==> config.mk <==
export PLATFORM = sky130hd
export DESIGN_NAME = bcd_score_converter
export DESIGN_NICKNAME = d
export VERILOG_FILES = /design/src/rtl/bcd_score_converter.sv
export SDC_FILE = /design/constraint.sdc
export NUM_CORES = 1
export LEC_CHECK = 0
export ABC_AREA = 1
export BUFFER_PORTS_ARGS = -buffer_cell sky130_fd_sc_hd__buf_2
export CAP_MARGIN = 40
export CORE_ASPECT_RATIO = 1.75
export CORE_MARGIN = 4
export CORE_UTILIZATION = 63
export CTS_BUF_LIST = sky130_fd_sc_hd__clkbuf_8
export DETAILED_ROUTE_END_ITERATION = 12
export GPL_ROUTABILITY_DRIVEN = 0
export PLACE_DENSITY = 0.87
export SETUP_SLACK_MARGIN = 0.02
export SKIP_CTS_REPAIR_TIMING = 1
export SLEW_MARGIN = 15
export SYNTH_ARGS = -nofsm -noshare
export SYNTH_HDL_FRONTEND = slang
export SYNTH_SLANG_ARGS = --single-unit
==> constraint.sdc <==
create_clock -name clk -period 2.9 [get_ports clk]
set_input_delay 0.87 -clock clk [delete_from_list [all_inputs] [get_ports clk]]
set_output_delay 0.87 -clock clk [all_outputs]
set_load 0.03 [all_outputs]
==> src/rtl/bcd_score_converter.sv <==
// Binary-to-BCD converter (double dabble, one bit per clock) feeding the number bitmap.
// Ports: clk, resetN (sync, active-high), value/start in; busy, done, digits, overflow, blank out.
// Optional macro BCD_ZERO_BLANK_EN enables the registered leading-zero blanking mask.
module bcd_score_converter #(
    parameter int BIN_W  = 20,
    parameter int DIGITS = 6
) (
    input  logic                  clk,
    input  logic                  resetN,
    input  logic [BIN_W-1:0]      value,
    input  logic                  start,
    output logic                  busy,
    output logic                  done,
    output logic [4*DIGITS-1:0]   digits,
    output logic                  overflow,
    output logic [DIGITS-1:0]     blank
);

    // Working BCD register must hold every BIN_W-bit value; 3 bits per digit is always enough.
    localparam int ACC_D = (DIGITS > (BIN_W + 2) / 3) ? DIGITS : (BIN_W + 2) / 3;
    localparam int ACC_W = 4 * ACC_D;
    localparam int DW    = 4 * DIGITS;

    function automatic logic [63:0] pow10(input int n);
        logic [63:0] r;
        r = 64'd1;
        for (int i = 0; i < n; i++) r = r * 64'd10;
        return r;
    endfunction

    localparam logic [63:0]   MAX_DEC   = pow10(DIGITS) - 64'd1;
    localparam logic [5:0]    LAST      = 6'(BIN_W - 1);
    localparam logic [DW-1:0] ALL_NINES = {DIGITS{4'h9}};

    typedef enum logic [1:0] {IDLE, SHIFT, LOAD} state_t;

    state_t             state;
    logic [BIN_W-1:0]   sh;
    logic [ACC_W-1:0]   acc;
    logic [ACC_W-1:0]   adj;
    logic [5:0]         cnt;
    logic               ovf_r;

    // Add-3 correction on every nibble that would reach 10 or more after the shift.
    always_comb begin
        adj = acc;
        for (int k = 0; k < ACC_D; k++) begin
            if (acc[4*k +: 4] >= 4'd5)
                adj[4*k +: 4] = acc[4*k +: 4] + 4'd3;
        end
    end

`ifdef BCD_ZERO_BLANK_EN
    localparam logic [DIGITS-1:0] BLANK_RST = ~(DIGITS'(1));

    logic [DIGITS-1:0] blank_n;

    // Scan from the top digit down; once a non-zero digit is seen, nothing below is blanked.
    always_comb begin
        logic seen;
        seen    = 1'b0;
        blank_n = '0;
        for (int k = DIGITS - 1; k >= 1; k--) begin
            if (acc[4*k +: 4] != 4'd0) seen = 1'b1;
            blank_n[k] = ~seen;
        end
    end
`else
    assign blank = '0;
`endif

    always_ff @(posedge clk) begin
        if (resetN) begin
            state    <= IDLE;
            sh       <= '0;
            acc      <= '0;
            cnt      <= '0;
            ovf_r    <= 1'b0;
            busy     <= 1'b0;
            done     <= 1'b0;
            digits   <= '0;
            overflow <= 1'b0;
`ifdef BCD_ZERO_BLANK_EN
            blank    <= BLANK_RST;
`endif
        end else begin
            done <= 1'b0;
            unique case (state)
                IDLE: begin
                    if (start) begin
                        sh    <= value;
                        acc   <= '0;
                        cnt   <= '0;
                        ovf_r <= (64'(value) > MAX_DEC);
                        busy  <= 1'b1;
                        state <= SHIFT;
                    end
                end
                SHIFT: begin
                    acc <= {adj[ACC_W-2:0], sh[BIN_W-1]};
                    sh  <= sh << 1;
                    cnt <= cnt + 6'd1;
                    if (cnt == LAST) begin
                        busy  <= 1'b0;
                        state <= LOAD;
                    end
                end
                LOAD: begin
                    // Upper acc digits beyond DIGITS are dropped; ovf_r alone decides the clamp.
                    digits   <= ovf_r ? ALL_NINES : acc[DW-1:0];
                    overflow <= ovf_r;
                    done     <= 1'b1;
`ifdef BCD_ZERO_BLANK_EN
                    blank    <= ovf_r ? '0 : blank_n;
`endif
                    state    <= IDLE;
                end
                default: state <= IDLE;
            endcase
        end
    end

endmodule

==> results of run 1 <==
## stage by stage
stage | hold WS [ns] | setup WS [ns] | instances | area [sq um]
floorplan | 0.4445 | 1.300 | 534 | 3741
global placement | 0.4507 | 1.001 | 631 | 3961
detailed placement | 0.4522 | 0.8927 | 631 | 3961
CTS | 0.4633 | 1.100 | 646 | 4197
global route | 0.4828 | 0.9770 | 646 | 4197
finish | 0.4630 | 1.113 | 646 | 4197
## power groups by stage
stage               sequential, mW  combinational [mW]  clock, mW
finish                        1.13               0.133      0.963
global route                  1.14               0.148       1.02
CTS                           1.13               0.132      0.972
detailed placement            1.16               0.132          0
global placement              1.16               0.129          0
floorplan                     1.16              0.0987          0
## cells in the mapped netlist (2+ instances only)
cell type,count,area (sq um)
a21oi_1,53,265.3
a31oi_1,19,118.9
buf_1,2,7.510
buf_2,11,55.05
buf_4,8,60.06
clkbuf_1,9,33.78
dfxtp_1,80,1602
ha_1,13,162.7
inv_1,39,146.4
inv_2,3,11.26
nand2_1,182,683.2
nand3_1,27,135.1
nand4_1,13,81.33
nor2_1,32,120.1
nor2_4,3,33.78
o211ai_1,6,45.04
o21ai_0,21,105.1
## final timing paths
kind	start	to	slack, ns
max reg2reg	state[1]$_SDFFE_PP0P_	digits[5]$_SDFFE_PP0P_	1.11
min	digits[4]$_SDFFE_PP0P_	digits[4]$_SDFFE_PP0P_	0.46
max	state[1]$_SDFFE_PP0P_	digits[5]$_SDFFE_PP0P_	1.11
min reg2reg	digits[4]$_SDFFE_PP0P_	digits[4]$_SDFFE_PP0P_	0.46
## per-layer routing
layer / track usage / share of wire / up-vias
li1: - / - / 1784
met1: 0.2690 / 0.40 / 1671
met2: 0.4407 / 0.52 / 137
met3: 0.05215 / 0.062 / 17
met4: 0.1105 / 0.022 / 0
met5: 0 / 0 / -
## cell type report
cell class              count  area [sq um]  area share
multi-input cells         381          1814      0.4323
flip-flops and latches     80          1602      0.3816
repair buffers             52         292.8     0.06977
inverters                  42         157.7     0.03757
clock buffers              10         137.6     0.03280
clock inverters             5         97.59     0.02326
well taps                  76         95.09     0.02266
## cells by family (layout without fill, tap and decap cells)
kind of cell | count (synthesis) | count (layout) | synth area share
adders and majority gates | 13 | 13 | 0.04370
buffers and inverters | 73 | 109 | 0.08739
DFF | 80 | 80 | 0.4303
other | 1 | 6 | 0.001007
AOI/OAI and AO/OA | 101 | 101 | 0.1479
and+or+nand+nor | 261 | 261 | 0.2898
## state kept, by name (all words and copies together), names as in the netlist
| signal | cells |
|---|---|
| sh | 20 |
| overflow | 1 |
| digits | 24 |
| ovf_r | 1 |
| done | 1 |
| busy | 1 |
| cnt | 6 |
| state | 2 |
| acc | 24 |
## critical path, cell delays in order (launching register included)
cell,delay (ns)
dfxtp_1,0.43
inv_2,0.09
nor2_4,0.29
inv_2,0.27
nor2_4,0.37
nand2_1,0.10
a21oi_1,0.15
==> summary.md, run 1 <==
| Metric | Value |
|---|---|
| Reg clk slew, reported paths | 0.07 ns |
| Worst Path Max Fanout | 25 |
| Core area | 5675 sq um |
| Max Buffers Root-to-Sink | 2 |
| CP required | 3.17 ns |
| Area grow syn2layout | 12.74% |
| Synthesized instance count | 529 |
| Power Density | 531.5 nW/um^2 |
| Slew margin rel. | 0.5952 |
| Wirelength, routed | 8391 um |
| Switch share | 0.2180 |
| Worst Max-Slew Pin Slew | 0.6057 ns |
| Avg Synthesized Cell Area | 7.037 sq um |
| Die H | 109.7 um |
| Status | finished clean |
| Row cnt | 36 |
| Vias per Instance | 5.587 |
| Post-DP HPWL | 5579 um |
| Final setup TNS | 0 ns |
| Reg power frac | 0.509 |
| Setup crit end kind | flip-flop |
| Chip width | 66.11 um |
| Tot GR Track Use | 0.2449 |
| Buffers on Ports | 49 |
| Clk pwr share | 0.432 |
| Mapped Area | 3722 sq um |
| ANT cells | 0 |
| Synthesized flop and latch total | 80 |
| Final core utilization | 0.7394 |
| Most frequent cells in the layout | nand2_1, dfxtp_1, a21oi_1 |
| First-pass GRT wire length | 14110 um |
| CTS tree | done |
| R2r worst-path depth | 6 |
| Min Tclk post-route | 1.787 ns |
| Most common cell after layout, fill and taps aside | nand2_1 |
| Clk Latency, worst-skew pair | 0.35 ns |
| Residual DRC | 0 |
| Sequential-to-total area share from yosys stat | 0.4303 |
| Largest net degree at the start of global routing | 58 |
| Clk sink count | 80 |
| First drt pass iteration count | 7 |
| Root Buffer Master | clkbuf_8 |
| Share of power burned in combinational logic | 0.060 |
| Fill count | 472 |
| Initial Util | 0.6559 |
| Final ANT Viol Nets | 0 |
| Leak pwr | 1.758 nW |
| Hold path depth | 2 |
| Pwr Total | 2.231 mW |
| Total vias in the final route | 3609 |
| DIE AREA | 7251 sq um |
| Routed len/inst | 12.99 um |
| P_int | 1.744 mW |
| CTS buffer count | 9 |
| Fin. Hold Viols | 0 |
| Crit start category | flip-flop |
| Setup Skew | 0.007795 ns |
| Data arrival, critical path | 2.06 ns |
| Most common flop cell mapped by yosys | dfxtp_1 |
| Number of flops mapped to enable cells by yosys | 0 |
| Fin crit share | 0.6164 |
| Final setup fails | 0 |
| Max-cap violation count | 0 |
| Hold Crit Class | flip-flop to flip-flop |
| Achievable Freq | 559.5 MHz |
| Fraction of registers with async set/reset | 0 |
| Nets | 602 |
| Ys Warns | 0 |
| Initial drt markers | 317 |
| Switch Pwr | 0.4862 mW |
| Synth cell types | 25 |
| GRT overflow | 0 |
| Unrepaired setup endpoints after global routing | no |
| I/O pin count | 56 |
| Worst VDD drop | 511.4 uV |
| Slew Limit Fails | 0 |
| Critical path class | flip-flop to flip-flop |
| Vias in the first global route | 3350 |
| CTS H-tree lvls | 3 |
| Layout cell share with drive strength beyond 1 | 0.1298 |
| Initial antenna violation count | 0 |
Note: power is estimated with default switching activity, not from simulation.
==> inputs of run 2 (changes only) <==
- CORE_UTILIZATION: 63 -> 59
- PLACE_DENSITY: 0.87 -> 0.82
- clock period: 2.9 -> 1.75 ns (I/O delays scaled with it)
==> run 2 against run 1 <==
Worst setup slack worse by 0.78 ns. Critical path depth is 5 lower. Die area is 6.1% higher. Critical path type is now flip-flop to output port. Highest routed layer unchanged.
==> summary.md, run 2 (synthesis results as in run 1) <==
| Metric | Value |
|---|---|
| Root Buffer Master | clkbuf_8 |
| Fin crit share | 0.8099 |
| Final setup TNS | 0 ns (unchanged) |
| Initial antenna violation count | 0 (unchanged) |
| Cell family with most CP delay | flip-flops |
| DIE AREA | 7694 sq um (+6.1%) |
| Footprint of the multi-input gates | 1814 sq um (unchanged) |
| Top flop regs | acc: 24 flops, digits: 24 flops, sh: 20 flops |
| GRT overflow | 0 (unchanged) |
| Worst Path Max Fanout | 2 (-92%) |
| Critical path class | flip-flop to output port |
| Achievable Freq | 705.5 MHz |
| Layout cell share with drive strength beyond 1 | 0.1354 (+0.005592) |
| Initial drt markers | 286 (-9.8%) |
| First-pass GRT wire length | 13510 um (-4.3%) |
| Most frequent cells in the layout | nand2_1, dfxtp_1, a21oi_1 |
| Vias per Instance | 5.369 (-3.9%) |
| Clk sink count | 80 (unchanged) |
| Slew Limit Fails | 0 (unchanged) |
| Vias in the first global route | 3203 (-4.4%) |
| Sequential cell area | 1602 sq um (unchanged) |
| Worst VDD drop | 606.5 uV (+19%) |
| Max-cap violation count | 0 (unchanged) |
| Final setup fails | 0 (unchanged) |
| Worst Max-Slew Pin Slew | 0.4997 ns (-0.1060 ns) |
| Crit path cell chain | buf_2 |
| CP bufs+invs | 1 (-1) |
| CTS tree | done |
| Power Density | 782.1 nW/um^2 (+47%) |
| Slew margin rel. | 0.6664 (+0.07115) |
| I/O pin count | 56 (unchanged) |
| Wirelength, routed | 7903 um (-5.8%) |
| Setup Skew | 0.004380 ns (-0.003415 ns) |
| First drt pass iteration count | 4 (-3) |
| Buffers on Ports | 49 (unchanged) |
| Status | finished clean |
| Area grow syn2layout | 11.90% |
| Total vias in the final route | 3522 (-2.4%) |
| Row cnt | 38 (+5.6%) |
| Tot GR Track Use | 0.2240 (-0.02090) |
| Unrepaired setup endpoints after global routing | no |
| Routed len/inst | 12.05 um (-7.3%) |
| Most common cell after layout, fill and taps aside | nand2_1 |
| Fill count | 555 (+18%) |
| Fin. Hold Viols | 0 (unchanged) |
| Core area | 6181 sq um (+8.9%) |
| Fin worst setup slack | 0.3326 ns (-0.7799 ns) |
| R2r startpoint | acc[12]$_SDFFE_PP0P_ |
| Clk Latency, worst-skew pair | 0.35 ns (about the same) |
| Hold Crit Class | primary input to flip-flop |
| Post-DP HPWL | 5581 um (about the same) |
| Critical hold path startpoint | value[0] |
| CTS buffer count | 9 (unchanged) |
| Largest net degree at the start of global routing | 50 (-14%) |
| Min Tclk post-route | 1.417 ns |
| Chip width | 68.04 um (+2.9%) |
| Final ANT Viol Nets | 0 (unchanged) |
| Worst slack, placed | 0.3334 ns (-0.5593 ns) |
| CP Launch Point | digits[3]$_SDFFE_PP0P_ |
| ANT cells | 0 (unchanged) |
| Setup crit end kind | output port |
| Nets | 608 (+1.0%) |
| CP peak stage delay | 0.34 ns (-0.09 ns) |
| Max Buffers Root-to-Sink | 2 (unchanged) |
| Crit-path slowest cell | dfxtp_1 |
| Initial Util | 0.6022 (-0.05364) |
| Residual DRC | 0 (unchanged) |
| Leak pwr | 1.758 nW (about the same) |
| CTS H-tree lvls | 3 (unchanged) |
| Die H | 113.1 um (+3.1%) |
| Data arrival, critical path | 0.89 ns (-1.17 ns) |
| Reg clk slew, reported paths | 0.07 ns (about the same) |
| CP required | 1.22 ns (-1.95 ns) |
| Crit start category | flip-flop |
run 2: power breakdown:
group / switching [mW] / leakage (nW) / internal, mW
Combinational: 0.152 / 1.01 / 0.0714
Clock: 0.591 / 0.100 / 0.565
Sequential: 0.0235 / 0.648 / 1.85
Total: 0.766 / 1.76 / 2.49
run 2: path summary, 6_finish.rpt:
path	slack [ns]	end	cells past startpoint
worst max register to register	0.34	acc[16]$_SDFFE_PP0P_	9
worst min-delay path	0.43	sh[0]$_SDFFE_PP0P_	3
worst max-delay path	0.33	digits[3]	1
worst min register to register	0.46	digits[1]$_SDFFE_PP0P_	2
run 2: per-layer routing:
| metal | track usage | vias to the layer above | part of all wire |
|---|---|---|---|
| li1 | - | 1798 | - |
| met4 | 0.09695 | 0 | 0.023 |
| met5 | 0 | - | 0 |
| met2 | 0.3840 | 89 | 0.51 |
| met1 | 0.2598 | 1622 | 0.41 |
| met3 | 0.04667 | 13 | 0.051 |
run 2: area by class of cell:
| class | count | area share |
|---|---|---|
| clock buffers | 11 | 0.03635 |
| inverters | 42 | 0.03785 |
| repair buffers | 58 | 0.07810 |
| multi-input cells | 381 | 0.4356 |
| well taps | 80 | 0.02403 |
| flip-flops and latches | 80 | 0.3845 |
| clock inverters | 4 | 0.003605 |
run 2: through the flow:
step	hold WS (ns)	std cells	power, mW	util	instance area, sq um
final	0.4280	656	3.258	0.6739	4165
after global routing	0.4267	656	3.381	0.6739	4165
after CTS	0.4185	656	3.289	0.6739	4165
after detailed placement	0.4522	641	2.145	0.6470	3999
after global placement	0.4498	641	2.138	0.6470	3999
after floorplan	0.4445	534	2.081	-	3741
==> inputs of run 3 (changes only) <==
- CORE_UTILIZATION: 59 -> 53
- PLACE_DENSITY: 0.82 -> 0.78
- clock period: 1.75 -> 1.2 ns (I/O delays scaled with it)
==> run 3 against run 2 <==
The flow now finishes with violations (setup timing). Die area up 10%. Final cell count increased by 8.7%. Clock skew rose by 0.0082 ns. Global-route usage is 1.0 points lower. Wire length increased by 30%. Worst setup slack got worse by 0.36 ns. Sequential share of layout area is 6.8 points lower. First-iteration DRC count is 30% higher. Critical path type is now flip-flop to flip-flop.
==> summary.md, run 3 (synthesis results as in run 1) <==
| Metric | Value |
|---|---|
| R2r startpoint | acc[4]$_SDFFE_PP0P_ |
| Setup Skew | 0.01257 ns (+0.008195 ns) |
| Total vias in the final route | 3901 (+11%) |
| Largest net degree at the start of global routing | 35 (-30%) |
| Critical hold path startpoint | resetN |
| Reg clk slew, reported paths | 0.08 ns (about the same) |
| I/O pin count | 56 (unchanged) |
| Inst Count DP | 679 (+5.9%) |
| Clk sink count | 80 (unchanged) |
| Final core utilization | 0.7684 (+0.09454) |
| Vias per Instance | 5.471 (+1.9%) |
| Switch Pwr | 1.269 mW (+66%) |
| Worst VDD drop | 1289 uV (+110%) |
| Area grow syn2layout | 41.55% |
| Final setup TNS | -0.04843 ns (-0.04843 ns) |
| Max-cap violation count | 0 (unchanged) |
| First-pass GRT wire length | 14770 um (+9.3%) |
| GRT overflow | 0 (unchanged) |
| Routed len/inst | 14.38 um (+19%) |
| Chip width | 71.35 um (+4.9%) |
| Initial Util | 0.5429 (-0.05934) |
| Fin. Hold Viols | 0 (unchanged) |
| Die H | 118.9 um (+5.1%) |
| Max Buffers Root-to-Sink | 2 (unchanged) |
| Achievable Freq | 816.1 MHz |
| Fin crit share | 1.021 |
| Top flop regs | acc: 24 flops, digits: 24 flops, sh: 20 flops |
| Final setup fails | 3 (+3) |
| Buffers on Ports | 49 (unchanged) |
| Nets | 660 (+8.6%) |
| Worst Path Max Fanout | 4 (+2) |
| Crit start category | flip-flop |
| Core area | 6857 sq um (+11%) |
| Root Buffer Master | clkbuf_8 |
| Power Density | 1057 nW/um^2 (+35%) |
| CTS buffer count | 9 (unchanged) |
| Reg power frac | 0.490 (-0.087) |
| Share of power burned in combinational logic | 0.076 (+0.007) |
| Wirelength, routed | 10250 um (+30%) |
| Initial drt markers | 372 (+30%) |
| ANT cells | 0 (unchanged) |
| Hold path depth | 2 (-1) |
| First drt pass iteration count | 5 (+1) |
| Leak pwr | 2.273 nW (+29%) |
| Vias in the first global route | 3511 (+9.6%) |
| Row cnt | 40 (+5.3%) |
| Fin worst setup slack | -0.02527 ns (-0.3579 ns) |
| Initial antenna violation count | 0 (unchanged) |
| Most frequent cells in the layout | nand2_1, a21oi_1, buf_4 |
| DIE AREA | 8481 sq um (+10%) |
| Post-DP HPWL | 6292 um (+13%) |
| Status | finished, violations left |
| Setup crit end kind | flip-flop |
| Setup slack, reg-to-reg | -0.03 ns (-0.37 ns) |
| CTS tree | done |
| Slew Limit Fails | 0 (unchanged) |
| Min Tclk post-route | 1.225 ns |
| CP required | 1.48 ns (+0.26 ns) |
| CTS H-tree lvls | 3 (unchanged) |
| Last element of the critical path | acc[5]$_SDFFE_PP0P_ |
| R2r worst-path depth | 8 (-1) |
| Hold Crit Class | primary input to flip-flop |
| Switch share | 0.2279 (-0.007417) |
| Layout cell share with drive strength beyond 1 | 0.3816 (+0.2461) |
| CP Launch Point | acc[4]$_SDFFE_PP0P_ |
| Residual DRC | 0 (unchanged) |
| Clk Latency, worst-skew pair | 0.36 ns (about the same) |
| P_int | 4.300 mW (+73%) |
| Violated checks | setup timing |
| Final cell count without fillers | 713 (+8.7%) |
| Tot GR Track Use | 0.2136 (-0.01044) |
| Reg2Reg Capture Point | acc[5]$_SDFFE_PP0P_ |
| Critical path class | flip-flop to flip-flop |
| Clk pwr share | 0.434 (+0.079) |
| Most common cell after layout, fill and taps aside | nand2_1 |
| Final ANT Viol Nets | 0 (unchanged) |
| Unrepaired setup endpoints after global routing | yes |
| Data arrival, critical path | 1.51 ns (+0.62 ns) |
[run 3: changes by cell type in the layout (fill, tap and decap cells not counted), moves of 18 or more]
cell     before  now
dfxtp_1      80   36
dfxtp_2       0   40
buf_4         8   46
buf_6         0   36
buf_2        49   22
inv_1        43   23
nand2_1     182  164
[run 3: area by class of cell]
class / instances / area [sq um]
clock buffer: 10 / 137.6
clock inverter: 6 / 107.6
fill: 469 / 1588
inverter: 42 / 177.7
multi-input combinational: 381 / 2093
sequential: 80 / 1667
tap: 84 / 105.1
timing repair buffer: 110 / 980.9
[run 3: how the worst min path moves through the flow]
stage                              end  slack, ns
2_1_floorplan      acc[0]$_SDFFE_PP0P_       0.44
3_3_place_gp    digits[9]$_SDFFE_PP0P_       0.45
3_5_place_dp   digits[16]$_SDFFE_PP0P_       0.45
4_1_cts          state[0]$_SDFFE_PP0P_       0.24
5_1_grt             sh[3]$_SDFFE_PP0P_       0.25
6_report         state[0]$_SDFFE_PP0P_       0.25
[run 3: worst max-delay path: stages, from the launching register on]
cell	delay, ns
dfxtp_2	0.37
inv_2	0.06
ha_4	0.17
inv_4	0.05
nand2_4	0.05
buf_6	0.13
nand4_1	0.07
nand3_1	0.10
a21oi_1	0.16
[run 3: power groups by stage]
stage,Clock (mW),Combinational (mW),Sequential (mW)
after floorplan,0,0.239,2.80
after global placement,0,0.394,2.79
after detailed placement,0,0.405,2.80
after CTS,2.43,0.406,2.73
after global routing,2.55,0.466,2.73
final,2.41,0.426,2.73
[run 3: stage by stage]
step	setup slack (ns)	hold WS [ns]	total power, mW	area (sq um)
finish	-0.02527	0.2452	5.569	5269
global route	-0.08222	0.2532	5.751	5269
CTS	-0.09385	0.2412	5.571	4556
detailed placement	-0.07054	0.4529	3.200	4310
global placement	-0.001082	0.4487	3.188	4310
floorplan	0.01875	0.4445	3.035	3742
[run 3: metal layers]
layer,share of wire,up-vias,routed length [um],GRT usage
li1,-,1907,-,-
met4,0.038,0,392,0.1059
met5,0,-,0,0
met1,0.38,1799,3890,0.2264
met3,0.049,36,502,0.05236
met2,0.53,159,5468,0.3813
